==> config.mk <==
export PLATFORM = sky130hd
export DESIGN_NAME = hex_scan4
export DESIGN_NICKNAME = d
export VERILOG_FILES = /design/src/rtl/hex_scan4.sv
export SDC_FILE = /design/constraint.sdc
export NUM_CORES = 1
export LEC_CHECK = 0
export CORE_AREA = 2 2 101 103
export CTS_CLUSTER_DIAMETER = 50
export DETAILED_ROUTE_END_ITERATION = 6
export DIE_AREA = 0 0 103 105
export GPL_TIMING_DRIVEN = 1
export PLACE_DENSITY = 0.44
export SYNTH_ARGS = -nofsm -noshare
export SYNTH_HDL_FRONTEND = slang
export SYNTH_SLANG_ARGS = --single-unit
==> constraint.sdc <==
create_clock -name clk -period 3.2 [get_ports clk]
set_input_delay 0.32 -clock clk [delete_from_list [all_inputs] [get_ports clk]]
set_output_delay 0.32 -clock clk [all_outputs]
set_load 0.05 [all_outputs]
==> src/rtl/hex_scan4.sv <==
// hex_scan4: time-multiplexed scan driver for a bank of common-select 7-segment digits.
// Cycles through DIGITS nibbles of a shadowed value, one SCAN_DIV-cycle slot per digit,
// with BLANK_CYCLES of all-off at the start of each slot. New values are held pending and
// only swapped into the displayed register at a frame boundary.
// Optional feature macro: HEX_SCAN_LZ_BLANK_EN (leading-zero suppression).
module hex_scan4 #(
  parameter int DIGITS       = 4,
  parameter int SCAN_DIV     = 50000,
  parameter int BLANK_CYCLES = 500
) (
  input  logic                clk,
  input  logic                rst,
  input  logic                load,
  input  logic [4*DIGITS-1:0] value,
  output logic [3:0]          digit,
  output logic [DIGITS-1:0]   an,
  output logic                blank,
  output logic                frame_start
);

  localparam int CW = (SCAN_DIV > 1) ? $clog2(SCAN_DIV) : 1;
  localparam int IW = $clog2(DIGITS);
  localparam int VW = 4 * DIGITS;

  logic [CW-1:0] cnt_q, cnt_d;
  logic [IW-1:0] idx_q, idx_d;
  logic [VW-1:0] act_q, act_d;
  logic [VW-1:0] pend_q, pend_d;
  logic          pflag_q, pflag_d;
  // Low for one cycle after reset so the first post-reset cycle presents cnt=0, idx=0.
  logic          run_q, run_d;
  logic          slot_wrap, frame_end;

  logic [3:0]        digit_d;
  logic [DIGITS-1:0] an_d;
  logic              blank_d;
  logic              frame_start_d;

  // Next-state: slot counter, digit index, shadow register transfer and pending capture.
  always_comb begin
    cnt_d     = cnt_q;
    idx_d     = idx_q;
    act_d     = act_q;
    pend_d    = pend_q;
    pflag_d   = pflag_q;
    run_d     = 1'b1;
    slot_wrap = run_q && (cnt_q == CW'(SCAN_DIV - 1));
    frame_end = slot_wrap && (idx_q == IW'(DIGITS - 1));
    if (run_q) begin
      if (slot_wrap) begin
        cnt_d = '0;
        idx_d = frame_end ? '0 : idx_q + IW'(1);
      end else begin
        cnt_d = cnt_q + CW'(1);
      end
    end
    // Boundary transfer uses the pending contents from before this edge.
    if (frame_end && pflag_q) begin
      act_d   = pend_q;
      pflag_d = 1'b0;
    end
    if (load) begin
      pend_d  = value;
      pflag_d = 1'b1;
    end
  end

  // Output next-state, derived from the next state so outputs line up with the state regs.
  always_comb begin
`ifdef HEX_SCAN_LZ_BLANK_EN
    int msd;
`endif
    digit_d       = act_d[{idx_d, 2'b00} +: 4];
    an_d          = '0;
    frame_start_d = (cnt_d == '0) && (idx_d == '0);
    if (int'(cnt_d) >= BLANK_CYCLES) begin
      an_d[idx_d] = 1'b1;
    end
`ifdef HEX_SCAN_LZ_BLANK_EN
    // Highest nonzero digit; digit 0 always counts as significant.
    msd = 0;
    for (int k = 1; k < DIGITS; k++) begin
      if (act_d[4*k +: 4] != 4'h0) msd = k;
    end
    if (int'(idx_d) > msd) begin
      an_d = '0;
    end
`endif
    blank_d = (an_d == '0);
  end

  // State and registered outputs; synchronous reset dominates load.
  always_ff @(posedge clk) begin
    if (rst) begin
      cnt_q       <= '0;
      idx_q       <= '0;
      act_q       <= '0;
      pend_q      <= '0;
      pflag_q     <= 1'b0;
      run_q       <= 1'b0;
      digit       <= 4'h0;
      an          <= '0;
      blank       <= 1'b1;
      frame_start <= 1'b0;
    end else begin
      cnt_q       <= cnt_d;
      idx_q       <= idx_d;
      act_q       <= act_d;
      pend_q      <= pend_d;
      pflag_q     <= pflag_d;
      run_q       <= run_d;
      digit       <= digit_d;
      an          <= an_d;
      blank       <= blank_d;
      frame_start <= frame_start_d;
    end
  end

endmodule
==> impl_metrics.json, run 1 <==
{
  "port_buffers": 28,
  "cp_cell_sequence": "ha_1 -> nand4_1 -> or4_4 -> mux2i_4 -> mux2i_1 -> mux2i_1 -> a22o_1",
  "fp.coreArea_sq_um": 9639,
  "rsz0062_at_grt": "no",
  "initial_antenna_violation_count": 0,
  "post_cts_buffers": 0,
  "clock-skew-final_ns": 0.007245,
  "synth-seq-cells": 62,
  "max_stage_delay_ns": 0.53,
  "synth_enable_flop_cells": 0,
  "power.static_leakage_uw": 0.001351,
  "cts-root-to-sink-buffers": 2,
  "critPathMaxFanout": 14,
  "drt_pre_antenna_iters": 4,
  "clock-sinks": 62,
  "synth_cells": 313,
  "reg2reg_slack_ns": 0.40,
  "hold-worst-slack_ns": 0.4523,
  "post_cts_resize_count": 0,
  "die_x_um": 103,
  "worst_ir_drop_vdd_mv": 0.1665,
  "synthArstFlopShare_pct": 0,
  "cts_made_buffers": 9,
  "netlist_top_cells_area": "sky130_fd_sc_hd__dfxtp_1 (43%), sky130_fd_sc_hd__mux2i_1 (14%), sky130_fd_sc_hd__nor2_1 (5.9%), sky130_fd_sc_hd__nand2_1 (3.7%), sky130_fd_sc_hd__a21oi_1 (2.8%)",
  "syn2layout_area_growth_pct": 19.96,
  "cp-end-kind": "flip-flop",
  "die_area_sq_um": 10820,
  "first_pass_grt_wire_length_um": 10830,
  "worst-endpoint-arrival_ns": 3.04,
  "crit_path_top_delay_cell": "sky130_fd_sc_hd__or4_4",
  "gpl_wtd_cong": 0.7816,
  "ratio_of_routed_vias_to_standard_cells": 4.742,
  "dominantRegCellSynth": "sky130_fd_sc_hd__dfxtp_1",
  "yosysSeqAreaShare_pct": 43.41,
  "final_min_period_over_clock_period_pct": 87.61,
  "die_y_um": 105,
  "setup_total_negative_slack_ns": 0,
  "final-hold-violation-count": 0,
  "crit_type": "flip-flop to flip-flop",
  "post_cts_hold_buffer_count": 0,
  "cts_max_level": 3,
  "mappedNetlistArea_sq_um": 2859,
  "drt-initial-drc-count": 70,
  "post-synth-top-count-cell": "sky130_fd_sc_hd__dfxtp_1",
  "floorplan.io_pins": 29,
  "global_route.usage.total_pct": 13.29,
  "cp_num_buf_inv": 0,
  "dr_total_vias": 2257,
  "max_slew_headroom_pct": 57.75,
  "netlist-cell-type-count": 47,
  "net-switching-power_uw": 354.9,
  "totalWireLength_um": 6625,
  "clk_pin_slew_ns": 0.07,
  "num_rows": 36,
  "synth_largest_type_area_fraction_pct": 43.41,
  "grt_pass1_vias": 2177,
  "cp_common_cell": "sky130_fd_sc_hd__mux2i_1",
  "synth_top_cells_by_count": "sky130_fd_sc_hd__dfxtp_1 (62), sky130_fd_sc_hd__nor2_1 (45), sky130_fd_sc_hd__mux2i_1 (41)",
  "final_nets": 359,
  "drt.antenna.violating_nets": 0,
  "grt_start_max_net_pins": 29,
  "cpLargestDelayFamily": "multiplexers",
  "slew_violations": 0,
  "max_cap_viol_count": 0,
  "holdCritPathClass": "flip-flop to flip-flop",
  "setup_viol": 0,
  "portion_of_total_power_attributed_to_sequential_cells_pct": 52.1,
  "post-route-util_pct": 35.58,
  "yosysTopAreaCell": "sky130_fd_sc_hd__dfxtp_1",
  "fraction_of_final_layout_cells_with_drive_strength_greater_than_1_pct": 8.455,
  "powerDensity_nw_per_um2": 450.7,
  "clk_tree_root_cell": "sky130_fd_sc_hd__clkbuf_8",
  "worstSkewPairLatency_ns": 0.34,
  "comb_power_share_pct": 5.4,
  "critPathRequiredTime_ns": 3.43,
  "fin_crit_ns": 2.804,
  "run_status": "finished, final reports clean",
  "synth_nets": 334,
  "worst_slew_pin_slew_ns": 0.6318,
  "ys.warnings.count": 0,
  "initial_utilization_pct": 29.66,
  "worst_setup_start_kind": "flip-flop",
  "post-place-ws_ns": 0.4258,
  "globalRouteOverflowTotal": 0,
  "switching_share_pct": 22.96,
  "share_clk_of_total_power_pct": 42.5,
  "total_power_uw": 1546,
  "syn-mean-instance-area_sq_um": 9.134,
  "n_antenna_cell": 0,
  "max_freq_mhz": 356.7,
  "route.detailed.drc": 0,
  "intPower_uw": 1191,
  "post_drt_wl_per_cell_um": 13.92,
  "clock_tree_from_tritoncts": "done",
  "detailedPlacementHpwl_um": 4586,
  "final_worst_slack_ns": 0.3965
}
-- stage by stage --
| step | std cells | area, sq um |
|---|---|---|
| 2_1_floorplan | 313 | 2859 |
| 3_3_place_gp | 460 | 3247 |
| 3_5_place_dp | 460 | 3247 |
| 4_1_cts | 476 | 3430 |
| 5_1_grt | 476 | 3430 |
| 6_report | 476 | 3430 |
-- routing by layer --
metal	global-route usage, %	vias to the layer above	wire, um
met5	0	-	0
met2	21.24	39	3145
li1	-	1156	-
met3	5.217	6	219
met4	4.229	0	79
met1	16.22	1056	3181
-- registers in the layout, summed over array words and instances, names as in the netlist, 2 cells and up --
name / flops
cnt_q: 16
digit: 4
idx_q: 2
an: 4
pend_q: 16
act_q: 16
-- cells in the final DEF, fill, tap and decap left out, types with 4 or more instances in the layout --
cell type and n:
sky130_fd_sc_hd__dfxtp_1 62, sky130_fd_sc_hd__nor2_1 45, sky130_fd_sc_hd__mux2i_1 41, sky130_fd_sc_hd__nand2_1 28
sky130_fd_sc_hd__clkdlybuf4s50_1 28, sky130_fd_sc_hd__a21oi_1 16, sky130_fd_sc_hd__nand4_1 10, sky130_fd_sc_hd__nand3_1 9
sky130_fd_sc_hd__xnor2_1 9, sky130_fd_sc_hd__clkbuf_8 9, sky130_fd_sc_hd__buf_4 7, sky130_fd_sc_hd__inv_1 6
sky130_fd_sc_hd__nand2b_1 5, sky130_fd_sc_hd__xor2_1 4, sky130_fd_sc_hd__nor3_1 4, sky130_fd_sc_hd__a22o_1 4
-- cell type report --
class	count	area, sq um
inverters	6	22.52
well taps	133	166.4
clock inverters	4	47.55
multi-input cells	224	1484
clock buffers	12	135.1
flip-flops and latches	62	1241
repair buffers	35	332.8
fillers	1052	6210
-- power by group through the flow --
stage          Combinational [uW]  Clock, uW  Sequential [uW]
3_3_place_gp                 85.3          0              822
3_5_place_dp                 86.2          0              822
2_1_floorplan                49.0          0              818
5_1_grt                      94.0        722              807
4_1_cts                      86.4        688              804
6_report                     84.2        657              805
-- final timing paths --
path	start	end	cells past startpoint
setup / recovery	cnt_q[0]$_SDFF_PP0_	digit[1]$_SDFF_PP0_	7
hold / removal	act_q[2]$_SDFF_PP0_	act_q[2]$_SDFF_PP0_	2
setup reg to reg	cnt_q[0]$_SDFF_PP0_	digit[1]$_SDFF_PP0_	7
hold reg to reg	act_q[2]$_SDFF_PP0_	act_q[2]$_SDFF_PP0_	2
-- cell families after synthesis --
kind of cell / after synthesis / share of synthesized area [%]
flops: 62 / 43.41
xor+xnor: 13 / 3.983
compound gates: 40 / 9.409
buf+inv: 27 / 4.682
fa+ha+maj: 2 / 0.8751
mux: 44 / 15.93
simple gates: 125 / 21.71
-- worst min-delay path: stages, from the launching register on --
cell and delay [ns]:
sky130_fd_sc_hd__dfxtp_1 0.31, sky130_fd_sc_hd__nand2_1 0.05, sky130_fd_sc_hd__a21oi_1 0.05
No activity file was read; power rests on OpenSTA's default activity.
==> run 2: changes to the inputs <==
Settings changed: PLACE_DENSITY 0.44 to default, PLACE_DENSITY_LB_ADDON from default to 0.2.
==> impl_metrics.json, run 2 (synthesis results as in run 1) <==
{
  "run_status": "finished, final reports clean",
  "syn2layout_area_growth_pct": 21.31,
  "global_route.usage.total_pct": 12.73,
  "initial_utilization_pct": 29.66,
  "port_buffers": 28,
  "reg.largest.list": "act_q: 16 flops, cnt_q: 16 flops, pend_q: 16 flops",
  "dr_total_vias": 2234,
  "gpl_wtd_cong": 0.7689,
  "cp_common_cell": "sky130_fd_sc_hd__mux2i_1",
  "grt_start_max_net_pins": 25,
  "cts-root-to-sink-buffers": 2,
  "post_drt_wl_per_cell_um": 13.30,
  "max_cap_viol_count": 0,
  "final_nets": 359,
  "holdCritPathClass": "flip-flop to flip-flop",
  "max_slew_headroom_pct": 63.08,
  "worstSkewPairLatency_ns": 0.34,
  "post_cts_resize_count": 0,
  "final-hold-violation-count": 0,
  "final_min_period_over_clock_period_pct": 85.68,
  "drt.antenna.violating_nets": 0,
  "post_cts_buffers": 0,
  "cp-end-kind": "flip-flop",
  "clock_tree_from_tritoncts": "done",
  "worst-endpoint-arrival_ns": 2.97,
  "cp_cell_sequence": "ha_1 -> nand4_1 -> or4_4 -> mux2i_4 -> mux2i_1 -> mux2i_1 -> a22o_1",
  "die_x_um": 103,
  "detailed_place.area_sq_um": 3247,
  "slew_violations": 0,
  "cts_made_buffers": 9,
  "worst_slew_pin_slew_ns": 0.5423,
  "die_y_um": 105,
  "floorplan.io_pins": 29,
  "initial_antenna_violation_count": 0,
  "fraction_of_final_layout_cells_with_drive_strength_greater_than_1_pct": 9.038,
  "fp.coreArea_sq_um": 9639,
  "crit_path_top_delay_cell": "sky130_fd_sc_hd__or4_4",
  "first_pass_grt_wire_length_um": 10700,
  "max_stage_delay_ns": 0.54,
  "critPathRequiredTime_ns": 3.43,
  "drt_pre_antenna_iters": 4,
  "rsz0062_at_grt": "no",
  "reg2reg_slack_ns": 0.46,
  "worst_setup_start_kind": "flip-flop",
  "worst_ir_drop_vdd_mv": 0.2325,
  "setup_total_negative_slack_ns": 0,
  "total_power_uw": 1662,
  "most_common_cell_after_layout_fill_and_taps_aside": "sky130_fd_sc_hd__dfxtp_1",
  "clk_tree_root_cell": "sky130_fd_sc_hd__clkbuf_8",
  "cts_max_level": 3,
  "critPathMaxFanout": 13,
  "globalRouteOverflowTotal": 0,
  "clk_pin_slew_ns": 0.08,
  "n_antenna_cell": 0,
  "commonest_non_fill_non_tap_cells_in_the_layout": "sky130_fd_sc_hd__dfxtp_1 (62), sky130_fd_sc_hd__nor2_1 (45), sky130_fd_sc_hd__mux2i_1 (41)",
  "final_worst_slack_ns": 0.4582,
  "crit_type": "flip-flop to flip-flop",
  "powerDensity_nw_per_um2": 479.3,
  "layout.cell_area.non_filler_sq_um": 3468,
  "setup_viol": 0,
  "detailedPlacementHpwl_um": 4481,
  "power.static_leakage_uw": 0.001369,
  "die_area_sq_um": 10820,
  "drt-initial-drc-count": 63,
  "totalWireLength_um": 6331,
  "fin_crit_ns": 2.742,
  "ratio_of_routed_vias_to_standard_cells": 4.693,
  "ff2ff_path_depth": 7,
  "post_cts_hold_buffer_count": 0,
  "post-place-ws_ns": 0.4462,
  "clock-skew-final_ns": 0.01013,
  "grt_pass1_vias": 2144,
  "max_freq_mhz": 364.7,
  "clock-sinks": 62,
  "hold-path-cell-count": 2,
  "num_rows": 36,
  "route.detailed.drc": 0
}
[run 2: report_power, final]
| part | switching, uW | total [uW] | internal (uW) | leakage, uW |
|---|---|---|---|---|
| registers | 15.6 | 803 | 788 | 0.000504 |
| clock network | 329 | 774 | 444 | 0.000107 |
| logic | 39.6 | 85.2 | 45.5 | 0.000758 |
| total | 385 | 1660 | 1280 | 0.00137 |
[run 2: layout make-up]
cell class | instances | area (sq um)
clock buffer | 10 | 127.6
timing repair buffer | 35 | 332.8
clock inverter | 6 | 93.84
tap | 133 | 166.4
sequential | 62 | 1241
fill | 1028 | 6171
multi-input combinational | 224 | 1484
inverter | 6 | 22.52
[run 2: worst max-delay path, delay by kind of cell (launching register included)]
kind                     cells  cell delay [ns]
multiplexers                 3             0.83
adder cells (fa/ha/maj)      1             0.33
flip-flops                   1             0.48
AND/OR/NAND/NOR              2             0.74
AO/OA/AOI/OAI                1             0.25
[run 2: path summary, 6_finish.rpt]
check | start | to
max | cnt_q[0]$_SDFF_PP0_ | digit[3]$_SDFF_PP0_
min | act_q[2]$_SDFF_PP0_ | act_q[2]$_SDFF_PP0_
max reg2reg | cnt_q[0]$_SDFF_PP0_ | digit[3]$_SDFF_PP0_
min reg2reg | act_q[2]$_SDFF_PP0_ | act_q[2]$_SDFF_PP0_
[run 2: metal layers]
| metal | vias to the layer above | global-route usage (%) | part of all wire (%) |
|---|---|---|---|
| met3 | 6 | 3.880 | 3.0 |
| li1 | 1151 | - | - |
| met4 | 0 | 5.545 | 1.4 |
| met2 | 31 | 19.11 | 48 |
| met1 | 1046 | 16.67 | 48 |
| met5 | - | 0 | 0 |
[run 2: stage by stage]
stage	utilization, %	std cells	hold slack [ns]
after floorplan	-	313	0.4312
after global placement	33.68	460	0.4416
after detailed placement	33.68	460	0.4456
after CTS	35.98	476	0.4573
after global routing	35.98	476	0.4744
final	35.98	476	0.4542
==> run 3: changes to the inputs <==
Settings changed: PLACE_DENSITY from default to 0.46, PLACE_DENSITY_LB_ADDON 0.2 to default.
==> impl_metrics.json, run 3 (synthesis results as in run 1) <==
{
  "most_common_cell_after_layout_fill_and_taps_aside": "sky130_fd_sc_hd__dfxtp_1",
  "clock-skew-final_ns": 0.008575,
  "worstSkewPairLatency_ns": 0.34,
  "final-hold-violation-count": 0,
  "cpLargestDelayFamily": "multiplexers",
  "dr_total_vias": 2239,
  "drt.antenna.violating_nets": 0,
  "total_power_uw": 1571,
  "crit_path_start": "cnt_q[0]$_SDFF_PP0_",
  "reg.largest.list": "act_q: 16 flops, cnt_q: 16 flops, pend_q: 16 flops",
  "cts_max_level": 3,
  "critPathRequiredTime_ns": 3.44,
  "run_status": "finished, final reports clean",
  "n_antenna_cell": 0,
  "gpl_wtd_cong": 0.8196,
  "drt-initial-drc-count": 61,
  "hold-worst-slack_ns": 0.4536,
  "grt_start_max_net_pins": 22,
  "post-place-ws_ns": 0.4469,
  "cp_common_cell": "sky130_fd_sc_hd__mux2i_1",
  "post_cts_resize_count": 0,
  "max_slew_headroom_pct": 63.38,
  "slew_violations": 0,
  "worst_slew_pin_slew_ns": 0.5378,
  "die_y_um": 105,
  "fin_crit_ns": 2.744,
  "detailedPlacementHpwl_um": 4549,
  "fraction_of_final_layout_cells_with_drive_strength_greater_than_1_pct": 9.038,
  "holdCritPathClass": "flip-flop to flip-flop",
  "final_min_period_over_clock_period_pct": 85.76,
  "crit_type": "flip-flop to flip-flop",
  "syn2layout_area_growth_pct": 20.18,
  "die_x_um": 103,
  "die_area_sq_um": 10820,
  "ratio_of_routed_vias_to_standard_cells": 4.704,
  "initial_antenna_violation_count": 0,
  "cts-root-to-sink-buffers": 2,
  "clk_pin_slew_ns": 0.07,
  "initial_utilization_pct": 29.66,
  "floorplan.io_pins": 29,
  "powerDensity_nw_per_um2": 457.1,
  "worst-endpoint-arrival_ns": 2.98,
  "final_worst_slack_ns": 0.4557,
  "final_nets": 359,
  "power.static_leakage_uw": 0.001358,
  "max_freq_mhz": 364.4,
  "reg2reg_to": "digit[1]$_SDFF_PP0_",
  "port_buffers": 28,
  "r2r-start": "cnt_q[0]$_SDFF_PP0_",
  "worstSetupPathDepth": 7,
  "drt_pre_antenna_iters": 4,
  "clock_tree_from_tritoncts": "done",
  "fp.coreArea_sq_um": 9639,
  "crit_path_top_delay_cell": "sky130_fd_sc_hd__or4_4",
  "setup_total_negative_slack_ns": 0,
  "post_cts_buffers": 0,
  "ff2ff_path_depth": 7,
  "cts_made_buffers": 9,
  "post_drt_wl_per_cell_um": 13.72,
  "worst_setup_path_endpoint": "digit[1]$_SDFF_PP0_",
  "worst_setup_start_kind": "flip-flop",
  "route.detailed.drc": 0,
  "first_pass_grt_wire_length_um": 10970,
  "grt_pass1_vias": 2234,
  "cp_cell_sequence": "ha_1 -> nand4_1 -> or4_4 -> mux2i_4 -> mux2i_1 -> mux2i_1 -> a22o_1",
  "clock-sinks": 62,
  "globalRouteOverflowTotal": 0,
  "setup_viol": 0,
  "global_route.usage.total_pct": 13.14,
  "max_cap_viol_count": 0,
  "clk_tree_root_cell": "sky130_fd_sc_hd__clkbuf_8",
  "post_cts_hold_buffer_count": 0,
  "cp-end-kind": "flip-flop",
  "rsz0062_at_grt": "no",
  "commonest_non_fill_non_tap_cells_in_the_layout": "sky130_fd_sc_hd__dfxtp_1 (62), sky130_fd_sc_hd__nor2_1 (45), sky130_fd_sc_hd__mux2i_1 (41)",
  "max_stage_delay_ns": 0.54,
  "final.fill_count": 1033,
  "post-route-util_pct": 35.64,
  "worst_ir_drop_vdd_mv": 0.1943,
  "reg2reg_slack_ns": 0.46,
  "cp_num_buf_inv": 0,
  "num_rows": 36,
  "critPathMaxFanout": 13,
  "totalWireLength_um": 6531
}
## run 3: cell types whose count changed in the layout (fill, tap and decap cells not counted)
cell / change
sky130_fd_sc_hd__bufinv_16: -1
sky130_fd_sc_hd__clkinv_2: +3
sky130_fd_sc_hd__clkinv_4: -2
## run 3: per-layer routing
layer,global-route usage (%),wire [um],part of all wire (%),vias up
met5,0,0,0,-
met3,4.348,249,3.8,7
met2,21.24,3127,48,38
li1,-,-,-,1152
met4,3.665,85,1.3,0
met1,16.55,3069,47,1042
## run 3: worst min path at each step
stage,start,to,cells past startpoint
6_report,act_q[2]$_SDFF_PP0_,act_q[2]$_SDFF_PP0_,2
5_1_grt,act_q[5]$_SDFF_PP0_,act_q[5]$_SDFF_PP0_,2
4_1_cts,act_q[5]$_SDFF_PP0_,act_q[5]$_SDFF_PP0_,2
3_5_place_dp,act_q[2]$_SDFF_PP0_,act_q[2]$_SDFF_PP0_,2
3_3_place_gp,act_q[2]$_SDFF_PP0_,act_q[2]$_SDFF_PP0_,2
2_1_floorplan,act_q[10]$_SDFF_PP0_,act_q[10]$_SDFF_PP0_,2
## run 3: metrics by stage
| step | cells | instance area [sq um] |
|---|---|---|
| after floorplan | 313 | 2859 |
| after global placement | 460 | 3247 |
| after detailed placement | 460 | 3247 |
| after CTS | 476 | 3436 |
| after global routing | 476 | 3436 |
| final | 476 | 3436 |
## run 3: area by class of cell
class / instances / area, sq um / area share [%]
repair buffers: 35 / 332.8 / 9.687
well taps: 133 / 166.4 / 4.843
flip-flops and latches: 62 / 1241 / 36.13
clock buffers: 10 / 127.6 / 3.714
clock inverters: 6 / 61.31 / 1.784
multi-input cells: 224 / 1484 / 43.19
inverters: 6 / 22.52 / 0.6555
## run 3: tightest hold or removal path: cells and delay by family, from the launching register on
family | cells | cell delay (ns)
AND/OR/NAND/NOR | 1 | 0.05
AO/OA/AOI/OAI | 1 | 0.05
flip-flops | 1 | 0.31
## run 3: report_power, final
part	total (uW)	internal [uW]	switching (uW)	leakage, uW
Sequential	803	788	15.4	0.000504
Clock	683	359	324	0.0000964
Combinational	84.7	45.6	39.1	0.000758
Total	1570	1190	379	0.00136
